<file path="src/rtl/uart_spi_cmd_ctrl.sv">
// Frame sequencer: rx bytes 'w' A D / 'r' A / 'x' -> SPI transfer, tx reply or timed reset pulse.
// Latency: last frame byte -> o_spi_start 2 clks; i_spi_done -> o_tx_dv 2 clks; bad byte -> o_tx_dv 2 clks.
// No backpressure on rx: bytes arriving while busy are dropped and flagged on o_overrun. CMD_TIMEOUT_EN adds the inter-byte timeout.
module uart_spi_cmd_ctrl #(
    parameter int unsigned RESET_PULSE_CLKS = 5000000,
    parameter int unsigned TIMEOUT_CLKS     = 500000,
    parameter logic [7:0]  ACK_BYTE         = 8'h4B,
    parameter logic [7:0]  ERR_BYTE         = 8'h45
) (
    input  logic       i_clock,
    input  logic       i_reset,
    input  logic       i_rx_dv,
    input  logic [7:0] i_rx_byte,
    output logic       o_spi_start,
    output logic [7:0] o_spi_addr,
    output logic [7:0] o_spi_data,
    input  logic       i_spi_done,
    input  logic [7:0] i_spi_rx_byte,
    output logic       o_tx_dv,
    output logic [7:0] o_tx_byte,
    input  logic       i_tx_done,
    output logic       o_reset_pulse,
    output logic       o_busy,
    output logic       o_overrun
);

    localparam int RST_W = $clog2(RESET_PULSE_CLKS + 1);
    localparam logic [RST_W-1:0] RST_LAST = RST_W'(RESET_PULSE_CLKS - 1);

    typedef enum logic [2:0] {
        IDLE, GET_ADDR, GET_DATA, SPI_START, SPI_WAIT, TX_SEND, TX_WAIT, RST_PULSE
    } state_t;

    state_t           r_state, w_state;
    logic             r_is_read, w_is_read;
    logic [7:0]       r_spi_addr, w_spi_addr;
    logic [7:0]       r_spi_data, w_spi_data;
    logic             r_spi_start, w_spi_start;
    logic             r_tx_dv, w_tx_dv;
    logic [7:0]       r_tx_byte, w_tx_byte;
    logic [7:0]       r_resp, w_resp;
    logic             r_reset_pulse, w_reset_pulse;
    logic [RST_W-1:0] r_rst_cnt, w_rst_cnt;
    logic             r_overrun, w_overrun;
    logic             w_timeout;

`ifdef CMD_TIMEOUT_EN
    localparam int TMR_W = $clog2(TIMEOUT_CLKS + 1);
    localparam logic [TMR_W-1:0] TMR_LAST = TMR_W'(TIMEOUT_CLKS - 1);

    logic [TMR_W-1:0] r_timer, w_timer;

    assign w_timeout = (r_timer == TMR_LAST);
`else
    assign w_timeout = 1'b0;
`endif

    always_comb begin
        w_state       = r_state;
        w_is_read     = r_is_read;
        w_spi_addr    = r_spi_addr;
        w_spi_data    = r_spi_data;
        w_spi_start   = 1'b0;
        w_tx_dv       = 1'b0;
        w_tx_byte     = r_tx_byte;
        w_resp        = r_resp;
        w_reset_pulse = r_reset_pulse;
        w_rst_cnt     = r_rst_cnt;
        w_overrun     = 1'b0;
`ifdef CMD_TIMEOUT_EN
        // Only the waiting-for-byte states let the timer run; everywhere else it sits at zero.
        w_timer       = '0;
`endif
        case (r_state)
            IDLE: begin
                if (i_rx_dv) begin
                    if (i_rx_byte == 8'h77 || i_rx_byte == 8'h72) begin
                        w_is_read = (i_rx_byte == 8'h72);
                        w_state   = GET_ADDR;
                    end else if (i_rx_byte == 8'h78) begin
                        w_reset_pulse = 1'b1;
                        w_rst_cnt     = '0;
                        w_state       = RST_PULSE;
                    end else begin
                        w_resp  = ERR_BYTE;
                        w_state = TX_SEND;
                    end
                end
            end
            GET_ADDR: begin
                if (i_rx_dv) begin
                    w_spi_addr = {r_is_read, i_rx_byte[6:0]};
                    if (r_is_read) begin
                        w_spi_data = 8'h00;
                        w_state    = SPI_START;
                    end else begin
                        w_state = GET_DATA;
                    end
                end else if (w_timeout) begin
                    w_resp  = ERR_BYTE;
                    w_state = TX_SEND;
                end else begin
`ifdef CMD_TIMEOUT_EN
                    w_timer = r_timer + 1'b1;
`endif
                end
            end
            GET_DATA: begin
                if (i_rx_dv) begin
                    w_spi_data = i_rx_byte;
                    w_state    = SPI_START;
                end else if (w_timeout) begin
                    w_resp  = ERR_BYTE;
                    w_state = TX_SEND;
                end else begin
`ifdef CMD_TIMEOUT_EN
                    w_timer = r_timer + 1'b1;
`endif
                end
            end
            SPI_START: begin
                w_spi_start = 1'b1;
                w_state     = SPI_WAIT;
            end
            SPI_WAIT: begin
                if (i_spi_done) begin
                    w_resp  = r_is_read ? i_spi_rx_byte : ACK_BYTE;
                    w_state = TX_SEND;
                end
            end
            TX_SEND: begin
                w_tx_byte = r_resp;
                w_tx_dv   = 1'b1;
                w_state   = TX_WAIT;
            end
            TX_WAIT: begin
                if (i_tx_done) begin
                    w_state = IDLE;
                end
            end
            RST_PULSE: begin
                if (r_rst_cnt == RST_LAST) begin
                    w_reset_pulse = 1'b0;
                    w_state       = IDLE;
                end else begin
                    w_rst_cnt = r_rst_cnt + 1'b1;
                end
            end
            default: w_state = IDLE;
        endcase

        if (i_rx_dv && !(r_state inside {IDLE, GET_ADDR, GET_DATA})) begin
            w_overrun = 1'b1;
        end
    end

    always_ff @(posedge i_clock or posedge i_reset) begin
        if (i_reset) begin
            r_state       <= IDLE;
            r_is_read     <= 1'b0;
            r_spi_addr    <= 8'h00;
            r_spi_data    <= 8'h00;
            r_spi_start   <= 1'b0;
            r_tx_dv       <= 1'b0;
            r_tx_byte     <= 8'h00;
            r_resp        <= 8'h00;
            r_reset_pulse <= 1'b0;
            r_rst_cnt     <= '0;
            r_overrun     <= 1'b0;
`ifdef CMD_TIMEOUT_EN
            r_timer       <= '0;
`endif
        end else begin
            r_state       <= w_state;
            r_is_read     <= w_is_read;
            r_spi_addr    <= w_spi_addr;
            r_spi_data    <= w_spi_data;
            r_spi_start   <= w_spi_start;
            r_tx_dv       <= w_tx_dv;
            r_tx_byte     <= w_tx_byte;
            r_resp        <= w_resp;
            r_reset_pulse <= w_reset_pulse;
            r_rst_cnt     <= w_rst_cnt;
            r_overrun     <= w_overrun;
`ifdef CMD_TIMEOUT_EN
            r_timer       <= w_timer;
`endif
        end
    end

    assign o_spi_start   = r_spi_start;
    assign o_spi_addr    = r_spi_addr;
    assign o_spi_data    = r_spi_data;
    assign o_tx_dv       = r_tx_dv;
    assign o_tx_byte     = r_tx_byte;
    assign o_reset_pulse = r_reset_pulse;
    assign o_busy        = (r_state != IDLE);
    assign o_overrun     = r_overrun;

endmodule

</file>
<file path="config.mk">
export PLATFORM = sky130hd
export DESIGN_NAME = uart_spi_cmd_ctrl
export DESIGN_NICKNAME = d
export VERILOG_FILES = /design/src/rtl/uart_spi_cmd_ctrl.sv
export SDC_FILE = /design/constraint.sdc
export NUM_CORES = 1
export LEC_CHECK = 0
export BUFFER_PORTS_ARGS = -buffer_cell sky130_fd_sc_hd__buf_2
export CAP_MARGIN = 40
export CORE_MARGIN = 3
export CORE_UTILIZATION = 63
export CTS_BUF_LIST = sky130_fd_sc_hd__clkbuf_4
export DETAILED_ROUTE_END_ITERATION = 6
export PLACE_DENSITY = 0.93
export SYNTH_ARGS = -nofsm -noshare
export SYNTH_HDL_FRONTEND = slang
export SYNTH_SLANG_ARGS = --single-unit
export TNS_END_PERCENT = 20
</file>
<file path="constraint.sdc">
create_clock -name i_clock -period 4 [get_ports i_clock]
set_clock_uncertainty 0.05 [all_clocks]
set_input_delay 0.4 -clock i_clock [delete_from_list [all_inputs] [get_ports i_clock]]
set_output_delay 0.4 -clock i_clock [all_outputs]
set_load 0.02 [all_outputs]
</file>
==> reports/metrics.yaml, run 1 <==
power:
  p_sw_mw: 0.930
  vdd_drop_max_uv: 471
  combinationalPowerShare: 0.337
  p_seq_frac: 0.447
  p_per_area_nw_per_um2: 672
  p_leak_nw: 1.67
  clkPwrFrac: 0.216
  internal_power_mw: 1.41
  sw_frac_of_total: 0.398
cells_and_area:
  fin_util: 0.773
  num-fill-cells: 304
  syn_to_final_growth_pct: 14.3
  layout-drive-gt1-share: 0.236
  diodes: 0
  layout.cells.non_filler: 408
  nNetsFinal: 373
synthesis:
  syn_area_per_cell_um2: 10.1
  synth_area_leaders: "dfrtp_1, a22o_1, nand2_1"
  seq_area_frac_synth: 0.518
  synth_edf_count: 0
  ys_seq_elements: 63
  synth.top_cells.by_count: "dfrtp_1, nand2_1, nand3_1"
  synth_top_area_frac: 0.518
  syn_inst: 301
  netlist_area_um2: 3050
  syn_nets: 323
  yosysUniqueCellTypes: 49
  synth.most_common_cell: "dfrtp_1"
  yosysWarnings: 0
  yosysTopAreaCell: "dfrtp_1"
  synth_ff_type: "dfrtp_1"
  ys_async_sr_fraction: 1.00
clock_tree:
  cts_tree: "built"
  insertion_delay_ps: 410
  clockBufferDepth: 2
  cts_sinks: 63
  path_clk_slew_ps: 120
  post_cts_buffers: 0
  cts_root_buf: "clkbuf_4"
  h-tree-depth: 3
  numCtsBuffers: 9
floorplanning:
  die_h_um: 75.5
  pin_count: 50
  rows: 24
  die_area_um2: 5700
  core_area_um2: 4500
  die_w_um: 75.5
  start_util: 0.676
sta:
  maxSlewHeadroom: 0.385
  period_share: 0.719
  period_needed_ps: 2880
  hold_viol: 0
  worst_slew_pin_slew_ps: 922
  tns_ps: 0
  holdWs_ps: 164
  rsz0062_at_grt: "false"
  setup_viol: 0
  slew_viol_final: 0
  clock.fmax_mhz: 348
placement:
  place.gp.congestion: 0.960
  portBuffers: 49
  post-dp-hpwl_mm: 5.02
  dp.cells: 391
global_routing:
  grt_overflow: 0
  grt_max_degree: 36
  grt_pass1_vias: 2498
  antenna_found_initial: 0
  grt_usage: 0.274
  grt_pass1_wl_mm: 11.6
route:
  drc_errors: 0
  detail-route-antenna-nets: 0
  drt_iter0_markers: 221
  detail_route.first_pass.iterations: 5
  highest_layer: "met4"
  wl_per_cell_um: 17.7
  met1_length_mm: 2.88
  vias: 2663
  wl_met3_um: 725
  wl_met2_mm: 3.46
  drt_wl_total_mm: 7.23
  routed_via_density: 6.53
worst_hold_path:
  hold_depth: 3
  min_path_type: "primary input to flop"
job:
  drv_cap: 0
critical_path:
  crit_type: "flop to flop"
  cp-end-kind: "flop"
  critPathRequiredTime_ps: 4290
  ff2ff_path_depth: 5
  cp-start-kind: "flop"
  critical_path_arrival_ps: 3170
  critPathMaxFanout: 24
status:
  outcome: "finished, final reports clean"
area by class of cell:
class,count,area (um^2),area share
sequential,63,1580,0.453
multi-input combinational,211,1350,0.389
timing repair buffer,52,268,0.0770
clock inverter,7,96.3,0.0277
clock buffer,9,67.6,0.0194
tap,52,65.1,0.0187
inverter,14,52.6,0.0151
routing by layer:
| metal | global-route usage | up-vias |
|---|---|---|
| met4 | 0.113 | 0 |
| li1 | - | 1206 |
| met2 | 0.407 | 164 |
| met5 | 0 | - |
| met3 | 0.0963 | 24 |
| met1 | 0.370 | 1269 |
logic make-up (layout without fill, tap and decap cells):
family          after synthesis  in the layout  share of synthesized area
compound gates               66             66                      0.157
buf+inv                      27             82                     0.0378
simple gates                122            122                      0.212
mux                          13             13                     0.0460
xor+xnor                      9              9                     0.0259
flops                        63             63                      0.518
fa+ha+maj                     1              1                    0.00411
state kept, by name (all words and copies together) (netlist names):
name and count:
r_rst_cnt 23, o_spi_addr 8, o_spi_data 8, o_tx_byte 8, r_resp 8, r_state 3, o_overrun 1, o_reset_pulse 1
o_spi_start 1, o_tx_dv 1, r_is_read 1
placed cells by master (no fill, tap or decap), drive strengths merged, types with 9 or more instances in the layout:
cell type and instances:
nand3 23, nor2 12, buf 51, nor3 10
clkbuf 9, and3 9, a22o 15, dfrtp 63
nand2 35, inv 15, o21ai 18
final timing paths:
kind                                      startpoint                   endpoint  slack [ps]
hold / removal                      i_spi_rx_byte[4]      r_resp[4]$_DFFE_PP0P_         160
min in group asynchronous                    i_reset          o_tx_dv$_DFF_PP0_         540
setup / recovery           r_rst_cnt[21]$_DFFE_PP0P_   r_rst_cnt[2]$_DFFE_PP0P_        1120
setup reg to reg           r_rst_cnt[21]$_DFFE_PP0P_   r_rst_cnt[2]$_DFFE_PP0P_        1120
max in group asynchronous                    i_reset  r_rst_cnt[20]$_DFFE_PP0P_        2490
hold reg to reg             o_tx_byte[6]$_DFFE_PP0P_   o_tx_byte[6]$_DFFE_PP0P_         440
metrics by stage:
stage | worst slack, ps | power (mW) | instance area [um^2]
floorplan | 1840 | 1.60 | 3050
global placement | 1280 | 1.78 | 3300
detailed placement | 1180 | 1.84 | 3310
CTS | 1170 | 2.34 | 3480
global route | 987 | 2.48 | 3480
finish | 1120 | 2.34 | 3480
critical path, stage by stage, from the launching register on:
cell and delay [ps]:
dfrtp_1 440, or4_1 530, or4_4 460, o31ai_4 800, and2_1 350, a22o_1 180
power groups by stage:
| stage | registers [mW] | clock network, mW | logic [mW] |
|---|---|---|---|
| 3_5_place_dp | 1.05 | 0 | 0.786 |
| 2_1_floorplan | 1.11 | 0 | 0.483 |
| 3_3_place_gp | 1.03 | 0 | 0.748 |
| 5_1_grt | 1.08 | 0.537 | 0.865 |
| 4_1_cts | 1.04 | 0.510 | 0.791 |
| 6_report | 1.04 | 0.505 | 0.788 |
repair_timing:
action,CTS,global route
setup endpoints to repair,0,0
hold buffers,1,0
gates resized for setup,0,0
endpoints found under the hold margin,7,0
Note: power is estimated with default switching activity, not from simulation.
==> run 2, diff against run 1 <==
--- a/config.mk
+++ b/config.mk
@@ -5,13 +5,14 @@
 export SDC_FILE = /design/constraint.sdc
 export NUM_CORES = 1
 export LEC_CHECK = 0
+export ABC_AREA = 1
 export BUFFER_PORTS_ARGS = -buffer_cell sky130_fd_sc_hd__buf_2
 export CAP_MARGIN = 40
 export CORE_MARGIN = 3
-export CORE_UTILIZATION = 63
+export CORE_UTILIZATION = 59
 export CTS_BUF_LIST = sky130_fd_sc_hd__clkbuf_4
 export DETAILED_ROUTE_END_ITERATION = 6
-export PLACE_DENSITY = 0.93
+export PLACE_DENSITY = 0.87
 export SYNTH_ARGS = -nofsm -noshare
 export SYNTH_HDL_FRONTEND = slang
 export SYNTH_SLANG_ARGS = --single-unit
==> constraint.sdc (replaced) <==
create_clock -name i_clock -period 2.85 [get_ports i_clock]
set_clock_uncertainty 0.05 [all_clocks]
set_input_delay 0.285 -clock i_clock [delete_from_list [all_inputs] [get_ports i_clock]]
set_output_delay 0.285 -clock i_clock [all_outputs]
set_load 0.02 [all_outputs]
==> reports/metrics.yaml, run 2 <==
critical_path:
  crit_buf_inv: 2  # +2
  critical_path_arrival_ps: 2320  # -850 ps
  crit_path_max_incr_delay_ps: 500  # -300 ps
  critPathRequiredTime_ps: 3080  # -1210 ps
  cp_top_family: "simple AND/OR/NAND/NOR gates"
  ff2ff_path_depth: 9  # +4
  cp-start-kind: "flop"
  crit_type: "flop to flop"
  cp_num_cells: 9  # +4
  critPathMaxFanout: 33  # +38%
  cpMaxStageDelayCell: "dfrtp_1"
  cp-end-kind: "flop"
  crit_chain: "nand2_2, nor2_4, inv_2, nand2_1, nand3_1, inv_2, nand2_4, nand2_1, o21ai_2"
placement:
  place.gp.congestion: 0.913  # -4.8%
  pre_cts_slack_ps: 830  # -348 ps
  dp.cells: 552  # +41%
  post-dp-hpwl_mm: 5.35  # +6.7%
  portBuffers: 49  # unchanged
synthesis:
  netlist_area_um2: 3280  # +7.6%
  ys_async_sr_fraction: 1.00  # unchanged
  synth_top_family_by_area: "simple AND/OR/NAND/NOR gates"
  synth_top_area_frac: 0.481  # -0.0366
  yosysUniqueCellTypes: 30  # -39%
  synthXorXnorAreaFrac: 0.00535  # -0.0205
  ys_seq_elements: 63  # unchanged
  syn_inst: 441  # +47%
  yosysWarnings: 0  # unchanged
  seq_area_frac_synth: 0.481  # -0.0366
  synth_compound_area_frac: 0.111  # -0.0462
  synth-adder-area-share: 0.00382  # -0.000290
  synth_edf_count: 0  # unchanged
  yosys.area_share.simple: 0.330  # +0.118
  syn_area_per_cell_um2: 7.43  # -27%
  yosysTopAreaCell: "dfrtp_1"
  synth.most_common_cell: "nand2_1"
  synth_ff_type: "dfrtp_1"
  muxShareOfSynthArea: 0  # -0.0460
  synth_area_leaders: "dfrtp_1, nand2_1, nor2_1"
  synth.top_cells.by_count: "nand2_1, dfrtp_1, nor2_1"
  syn_nets: 463  # +43%
power:
  clkPwrFrac: 0.221  # +0.005
  p_per_area_nw_per_um2: 945  # +41%
  p_seq_frac: 0.397  # -0.050
  internal_power_mw: 2.04  # +45%
  combinationalPowerShare: 0.382  # +0.045
  sw_frac_of_total: 0.424  # +0.0262
  vdd_drop_max_uv: 603  # +28%
  p_leak_nw: 1.86  # +12%
  p_sw_mw: 1.50  # +61%
sta:
  maxSlewHeadroom: 0.499  # +0.114
  setup_viol: 0  # unchanged
  hold_viol: 0  # unchanged
  rsz0062_at_grt: "false"
  period_needed_ps: 2080  # -791 ps
  slew_viol_final: 0  # unchanged
  worst_slew_pin_slew_ps: 751  # -171 ps
  period_share: 0.731  # +0.0124
  setup_slack_ps: 766  # -359 ps
  clock.fmax_mhz: 480  # +38%
  tns_ps: 0  # unchanged
floorplanning:
  die_area_um2: 6480  # +14%
  start_util: 0.626  # -0.0505
  rows: 26  # +8.3%
  die_h_um: 80.5  # +6.6%
  core_area_um2: 5240  # +16%
  pin_count: 50  # unchanged
  die_w_um: 80.5  # +6.6%
clock_tree:
  path_clk_slew_ps: 110  # about the same
  cts_tree: "built"
  ctsResizeCount: 0  # unchanged
  hold_buffers: 0  # -1
  cts_root_buf: "clkbuf_4"
  post_cts_buffers: 0  # unchanged
  insertion_delay_ps: 410  # about the same
  numCtsBuffers: 9  # unchanged
  h-tree-depth: 3  # unchanged
  clockBufferDepth: 2  # unchanged
  cts_sinks: 63  # unchanged
global_routing:
  grt_max_degree: 64  # +78%
  busiest_layer: "met2"
  grt_overflow: 0  # unchanged
  grt_pass1_wl_mm: 12.7  # +9.6%
  grt_use_met1: 0.326  # -0.0440
  grt_usage: 0.252  # -0.0223
  antenna_found_initial: 0  # unchanged
  gr-usage-met2: 0.404  # -0.00255
  grt_pass1_vias: 2929  # +17%
  gr-usage-met3: 0.0516  # -0.0447
cells_and_area:
  final_cell_mix: "nand2_1, dfrtp_1, buf_2"
  layout.cells.non_filler: 568  # +39%
  nNetsFinal: 515  # +38%
  num-fill-cells: 421  # +38%
  top_register: "r_rst_cnt"
  largest_reg_flops: 23  # unchanged
  diodes: 0  # unchanged
  final_common_cell: "nand2_1"
  layout-drive-gt1-share: 0.183  # -0.0532
  syn_to_final_growth_pct: 14.2  # about the same
status:
  outcome: "finished, final reports clean"
route:
  detail-route-antenna-nets: 0  # unchanged
  drt_wl_total_mm: 7.31  # +1.2%
  routed_via_density: 5.29  # -19%
  vias: 3007  # +13%
  drt_iter0_markers: 181  # -18%
  detail_route.first_pass.iterations: 4  # -1
  drc_errors: 0  # unchanged
  wl_per_cell_um: 12.9  # -27%
worst_hold_path:
  min_path_type: "primary input to async pin"
job:
  drv_cap: 0  # unchanged
run 2: cell count changes in the layout (fill, tap and decap cells not counted), sizes merged, moves of 8 or more:
cell | before | now
and3 | 9 | 0
nor2 | 12 | 52
mux2 | 8 | 0
nand3 | 23 | 32
nand2 | 35 | 160
o21ai | 18 | 49
inv | 15 | 45
a22o | 15 | 0
run 2: per-stage QoR:
| step | instance area [um^2] | power (mW) | hold slack (ps) | util |
|---|---|---|---|---|
| 2_1_floorplan | 3280 | 2.43 | 373 | - |
| 3_3_place_gp | 3550 | 2.70 | 398 | 0.679 |
| 3_5_place_dp | 3550 | 2.75 | 403 | 0.679 |
| 4_1_cts | 3740 | 3.55 | 27.7 | 0.714 |
| 5_1_grt | 3740 | 3.79 | 50.1 | 0.714 |
| 6_report | 3740 | 3.53 | 15.5 | 0.714 |
run 2: cells by family (layout without fill, tap and decap cells):
logic type               after synthesis  in the layout
AND/OR/NAND/NOR                      259            259
buffers and inverters                 53            110
adder cells (fa/ha/maj)                1              1
AO/OA/AOI/OAI                         63             63
flip-flops                            63             63
XOR/XNOR                               2              2
run 2: power by group through the flow:
stage / Clock (mW) / Combinational [mW] / Sequential [mW]
6_report: 0.781 / 1.35 / 1.40
5_1_grt: 0.828 / 1.52 / 1.44
4_1_cts: 0.790 / 1.36 / 1.40
3_5_place_dp: 0 / 1.34 / 1.41
3_3_place_gp: 0 / 1.30 / 1.40
2_1_floorplan: 0 / 0.885 / 1.55
run 2: final timing paths:
kind / from / endpoint / slack, ps
worst max-delay path: r_state[1]$_DFFE_PP0P_ / r_rst_cnt[11]$_DFFE_PP0P_ / 770
worst min-delay path: i_reset / o_tx_byte[7]$_DFFE_PP0P_ / 20
worst max register to register: r_state[1]$_DFFE_PP0P_ / r_rst_cnt[11]$_DFFE_PP0P_ / 770
worst min register to register: o_tx_byte[2]$_DFFE_PP0P_ / o_tx_byte[2]$_DFFE_PP0P_ / 430
max in group asynchronous: i_reset / o_spi_data[5]$_DFFE_PP0P_ / 2230
min in group i_clock: i_spi_rx_byte[1] / r_resp[1]$_DFFE_PP0P_ / 40
run 2: per-layer routing:
| layer | share of wire | up-vias |
|---|---|---|
| li1 | - | 1517 |
| met1 | 0.44 | 1364 |
| met2 | 0.48 | 107 |
| met3 | 0.062 | 19 |
| met4 | 0.020 | 0 |
| met5 | 0 | - |
run 2: worst reg2reg max path: cells and delay by family (launching register included):
kind                   cells  cell delay (ps)
AO/OA/AOI/OAI              1               80
flip-flops                 1              500
buffers and inverters      2              260
AND/OR/NAND/NOR            6             1050
run 2: final cells by class:
cell class	count	area, um^2	share of cell area
clock buffers	9	67.6	0.0181
clock inverters	7	119	0.0318
inverters	44	165	0.0441
multi-input cells	325	1470	0.394
flip-flops and latches	63	1580	0.421
well taps	70	87.6	0.0234
repair buffers	50	253	0.0676
